File: config.mk
export PLATFORM = sky130hd
export DESIGN_NAME = param_sync_fifo
export DESIGN_NICKNAME = d
export VERILOG_FILES = /design/src/rtl/fifo_pkg.sv /design/src/rtl/fifo_mem.sv /design/src/rtl/param_sync_fifo.sv
export SDC_FILE = /design/constraint.sdc
export NUM_CORES = 1
export LEC_CHECK = 0
export CORE_ASPECT_RATIO = 1.1
export CORE_MARGIN = 10
export CORE_UTILIZATION = 50
export DETAILED_ROUTE_END_ITERATION = 8
export DONT_BUFFER_PORTS = 1
export PLACE_DENSITY_LB_ADDON = 0.2
export RECOVER_POWER = 50
export SYNTH_ARGS = -nofsm -noshare
export SYNTH_HDL_FRONTEND = slang
export SYNTH_SLANG_ARGS = --single-unit
export TNS_END_PERCENT = 5
File: constraint.sdc
create_clock -name clk -period 3.18 [get_ports clk]
set_input_delay 0.159 -clock clk [delete_from_list [all_inputs] [get_ports clk]]
set_output_delay 0.159 -clock clk [all_outputs]
set_load 0.005 [all_outputs]
File: src/rtl/fifo_pkg.sv
// Shared defaults, read-mode encodings and sizing helper for the synchronous FIFO.
// Latency and backpressure: none, this package holds only constants and a function.
package fifo_pkg;

  localparam int DEF_DATA_W = 8;
  localparam int DEF_DEPTH  = 16;

  localparam int MODE_REG  = 0;
  localparam int MODE_FWFT = 1;

  // One extra bit so the counter can represent a completely full FIFO.
  function automatic int count_w(input int depth);
    return $clog2(depth) + 1;
  endfunction

endpackage

File: src/rtl/fifo_mem.sv
// 1W/1R register array with a combinational read port and no reset.
// Latency: a write is visible on rdata the cycle after it; no backpressure, the caller gates we.
module fifo_mem #(
  parameter int DATA_W = 8,
  parameter int DEPTH  = 16,
  parameter int AW     = $clog2(DEPTH)
) (
  input  logic              clk,
  input  logic              we,
  input  logic [AW-1:0]     waddr,
  input  logic [DATA_W-1:0] wdata,
  input  logic [AW-1:0]     raddr,
  output logic [DATA_W-1:0] rdata
);

  logic [DATA_W-1:0] mem [DEPTH];

  always_ff @(posedge clk) begin
    if (we) mem[waddr] <= wdata;
  end

  assign rdata = mem[raddr];

endmodule

File: src/rtl/param_sync_fifo.sv
// Single-clock FIFO with registered or first-word-fall-through read, level flags and sticky errors.
// Latency: 1 cycle write-to-visible; a write when full is dropped (overflow) unless a read frees a slot that cycle.
module param_sync_fifo
  import fifo_pkg::*;
#(
  parameter int DATA_W   = DEF_DATA_W,
  parameter int DEPTH    = DEF_DEPTH,
  parameter int AF_LEVEL = DEPTH - 2,
  parameter int AE_LEVEL = 2,
  parameter int FWFT     = MODE_REG
) (
  input  logic                        clk,
  input  logic                        rst,
  input  logic                        wr_en,
  input  logic [DATA_W-1:0]           wr_data,
  input  logic                        rd_en,
  input  logic                        clr_err,
  output logic [DATA_W-1:0]           rd_data,
  output logic                        rd_valid,
  output logic                        full,
  output logic                        empty,
  output logic                        almost_full,
  output logic                        almost_empty,
  output logic [count_w(DEPTH)-1:0]   count,
  output logic                        overflow,
  output logic                        underflow
);

  localparam int AW = $clog2(DEPTH);
  localparam int CW = count_w(DEPTH);

  logic [AW-1:0]     wr_ptr, rd_ptr;
  logic [CW-1:0]     count_q;
  logic [DATA_W-1:0] mem_rdata, rd_data_q;
  logic              rd_valid_q, overflow_q, underflow_q;
  logic              wr_acc, rd_acc, ovf_set, unf_set;

  // Flags come only from the registered count, never from this cycle's requests.
  assign full         = (count_q == CW'(DEPTH));
  assign empty        = (count_q == '0);
  assign almost_full  = (count_q >= CW'(AF_LEVEL));
  assign almost_empty = (count_q <= CW'(AE_LEVEL));
  assign count        = count_q;

  assign rd_acc  = rd_en && !empty;
  assign wr_acc  = wr_en && (!full || rd_acc);
  assign ovf_set = wr_en && !wr_acc;
  assign unf_set = rd_en && empty;

  fifo_mem #(
    .DATA_W (DATA_W),
    .DEPTH  (DEPTH),
    .AW     (AW)
  ) u_mem (
    .clk   (clk),
    .we    (wr_acc && !rst),
    .waddr (wr_ptr),
    .wdata (wr_data),
    .raddr (rd_ptr),
    .rdata (mem_rdata)
  );

  always_ff @(posedge clk) begin
    if (rst) begin
      wr_ptr      <= '0;
      rd_ptr      <= '0;
      count_q     <= '0;
      rd_data_q   <= '0;
      rd_valid_q  <= 1'b0;
      overflow_q  <= 1'b0;
      underflow_q <= 1'b0;
    end else begin
      if (wr_acc) wr_ptr <= wr_ptr + AW'(1);
      if (rd_acc) rd_ptr <= rd_ptr + AW'(1);

      case ({wr_acc, rd_acc})
        2'b10:   count_q <= count_q + CW'(1);
        2'b01:   count_q <= count_q - CW'(1);
        default: count_q <= count_q;
      endcase

      rd_valid_q <= rd_acc;
      if (rd_acc) rd_data_q <= mem_rdata;

      // A new error in the same cycle as a clear must survive the clear.
      if (ovf_set)      overflow_q <= 1'b1;
      else if (clr_err) overflow_q <= 1'b0;

      if (unf_set)      underflow_q <= 1'b1;
      else if (clr_err) underflow_q <= 1'b0;
    end
  end

  // FWFT masks the unreset memory while empty so rd_data reads as zero.
  assign rd_data   = (FWFT == MODE_FWFT) ? (empty ? '0 : mem_rdata) : rd_data_q;
  assign rd_valid  = (FWFT == MODE_FWFT) ? !empty : rd_valid_q;
  assign overflow  = overflow_q;
  assign underflow = underflow_q;

endmodule

==> metrics.md <==
| Metric | Value |
|---|---|
| Status | finished, final reports clean |
| Post-synth top flop | edfxtp_1 |
| WL met2 | 6380 um |
| Htree depth | 4 |
| Yosys top cell by area | edfxtp_1 |
| Total CTS buffers | 17 |
| Syn Nets | 407 |
| Yosys warning count | 0 |
| P_int | 3.68 mW |
| Die Y-Extent | 137 um |
| Worst Reg2Reg Path Length in Cells | 9 |
| Maximum vdd drop | 0.448 mV |
| CP max-delay cell | nor4_1 |
| Hold Buf Count CTS | 13 |
| Hold path startpoint | rst |
| Pins over their slew limit | 0 |
| Final min period | 2.73 ns |
| Share of the synthesized area in the top cell type | 0.619 |
| Initial antenna violation count | 0 |
| Setup bufs post-CTS | 0 |
| Seq cells post-synth | 152 |
| RePlAce Congestion | 0.832 |
| Clock Power Share | 0.347 |
| Fraction of layout cells with a size suffix above 1 | 0.167 |
| WHS Path Cells | 2 |
| GR Overflow Total | 0 |
| Type of origin of the critical path | flip-flop |
| EDFF count, synth | 128 |
| Diodes inserted | 0 |
| Maximum number of pins on one net before global-route repair | 27 |
| Wire length on met3 | 932 um |
| Post-synthesis cell count | 385 |
| Max cap viols | 0 |
| Wl on met1 | 5370 um |
| Combinational share of power | 0.188 |
| DP Area | 0.00644 mm2 |
| WP depth | 9 |
| Fin nets | 435 |
| Total global-route track usage | 0.154 |
| # setup viols final | 0 |
| WL/cell | 22.2 um |
| CTS Sinks | 152 |
| DRC viols | 0 |
| Initial Utilization | 0.514 |
| Post-CTS resize count | 0 |
| Clk buf depth | 2 |
| FP Rows | 42 |
| Worst r2r dst | count[4]$_SDFFE_PP0P_ |
| Synthesized area | 0.00621 mm2 |
| First-pass GRT wire length | 20,100 um |
| Max Fclk | 0.366 GHz |
| I/O Pins | 33 |
| Drt via density | 5.88 |
| Clock-pin slew on the worst setup and hold paths | 0.06 ns |
| WL final | 12,900 um |
| Critical-path maximum fanout | 7 |
| Post-route clock skew | 0.00696 ns |
| Worst Path Buf+Inv | 1 |
| Hpwl dp | 8110 um |
| Crit share post-route | 0.859 |
| Critical R2R Launch | count[0]$_SDFFE_PP0P_ |
| Die footprint | 0.0173 mm2 |
| I/O Buffers | 0 |
| Final cell utilization of the core | 0.586 |
| TritonCTS clock tree | yes |
| Sequential Power Share | 0.465 |
| CP Class | reg -> reg |
| Async SR Flop Fraction | 0 |
| Vias | 3,411 |
| Net Sw Power | 1.48 mW |
| Relative slew slack | 0.333 |
| Worst Path Required | 3.49 ns |
| Syn Area/Cell | 16.1 um2 |
| Worst Setup SP | count[0]$_SDFFE_PP0P_ |
| Drt first pass iters | 5 |
| Design Area, Final | 0.00708 mm2 |
| Vias in the first global route | 3,467 |
| Leakage | 2.25 nW |
| PwrDens | 728 mW/mm2 |
| CP cell instances | nor4_1 -> a21boi_0 -> nand2b_1 -> inv_1 -> ha_1 -> nand2b_1 -> a21oi_1 -> mux2_2 -> a221oi_1 |
| Unique masters post-synth | 49 |
| CP endpoint | count[4]$_SDFFE_PP0P_ |
| Slowest stage delay, CP | 0.44 ns |
| Setup TNS | 0 ns |
| Cell mode on critical path | nand2b_1 |
| DRT antenna net count | 0 |
| DR top layer | met4 |
| Clock Latency Late Sink | 0.42 ns |
| Switching Fraction | 0.287 |
| R2R setup slack | 0.45 ns |
| Arrival @ worst endpoint | 3.05 ns |
| Worst slew pin tran | 0.997 ns |
| Die W | 126 um |
| Commonest non-fill, non-tap cell in the layout | edfxtp_1 |
| Synth area leaders | edfxtp_1 (62%), dfxtp_1 (7.7%), mux4_2 (5.8%), mux2i_1 (5.6%), nor2_1 (2.4%) |
| Final hold viol count | 0 |
| CP endpoint kind | flip-flop |
| Core area | 0.0121 mm2 |
| Starting DRC count in detailed routing | 304 |
| RSZ-0062 raised after global routing | false |
| Clock root cell | clkbuf_16 |
| Worst Hold Class | in -> reg |
| Layout area overhead | 14.0% |
| Sequential share of the synthesized area | 0.696 |
| Most frequent cells in the layout | edfxtp_1 (128), nor2_1 (41), mux2i_1 (35) |
| Critical path's top delay family | compound AO/OA/AOI/OAI gates |
## power groups by stage
stage / sequential (mW) / clock [mW] / combinational [mW]
2_1_floorplan: 2.41 / 0 / 0.793
3_3_place_gp: 2.44 / 0 / 0.956
3_5_place_dp: 2.45 / 0 / 0.971
4_1_cts: 2.40 / 1.82 / 1.02
5_1_grt: 2.42 / 1.90 / 1.07
6_report: 2.40 / 1.79 / 0.972
## state kept, by name (all words and copies together), names as in the netlist
name	flops
underflow	1
rd_valid	1
count	5
overflow	1
rd_ptr	4
rd_data	8
u_mem.mem	128
wr_ptr	4
## through the flow
stage	hold WS (ns)	std cells	power, mW	setup WS (ns)
detailed placement	0.232	535	3.42	0.440
CTS	0.00833	580	5.25	0.433
finish	0.0236	580	5.16	0.447
global route	0.0403	580	5.39	0.133
floorplan	0.258	385	3.20	0.665
global placement	0.229	535	3.40	0.543
## worst min-delay path by stage
| stage | slack (ns) | to |
|---|---|---|
| 2_1_floorplan | 0.26 | u_mem.mem[0][0]$_DFFE_PP_ |
| 3_3_place_gp | 0.23 | rd_ptr[2]$_SDFFE_PP0P_ |
| 3_5_place_dp | 0.23 | rd_ptr[2]$_SDFFE_PP0P_ |
| 4_1_cts | 0.008 | count[2]$_SDFFE_PP0P_ |
| 5_1_grt | 0.04 | wr_ptr[3]$_SDFFE_PP0P_ |
| 6_report | 0.02 | count[2]$_SDFFE_PP0P_ |
## layout make-up
type,count,area (um2)
inverters,7,26.3
multi-input cells,206,1750
clock buffers,17,425
flip-flops and latches,152,4330
repair buffers,29,255
fillers,951,5010
clock inverters,15,104
well taps,154,193
## kinds of logic after synthesis
group,Yosys count,share of synthesized area
simple gates,85,0.0659
compound gates,50,0.0629
flops,152,0.696
fa+ha+maj,9,0.0193
buf+inv,27,0.0197
mux,57,0.129
xor+xnor,5,0.00705
## cell usage after synthesis (all sizes together) (2+ instances only)
cell type	instances
edfxtp	128
nor2	41
mux2i	36
dfxtp	24
mux4	16
o22ai	16
buf	14
nand2	9
a211oi	8
a22oi	8
ha	8
nand2b	8
nor3	8
inv	7
clkbuf	6
a21oi	5
mux2	5
nor2b	5
nand3	3
or3	3
xor2	3
a31oi	2
nand3b	2
o21ai	2
xnor2	2
## worst register-to-register path, stage by stage (launching register included)
cell      delay [ns]
dfxtp_1         0.38
nor4_1          0.45
a21boi_0        0.20
nand2b_1        0.15
inv_1           0.09
ha_1            0.35
nand2b_1        0.07
a21oi_1         0.31
mux2_2          0.38
a221oi_1        0.27
## layer usage
layer  GRT usage  up-vias
li1            -     1560
met1       0.194     1728
met2       0.247      107
met3      0.0464       16
met4      0.0601        0
met5           0        -
Note: power is estimated with default switching activity, not from simulation.
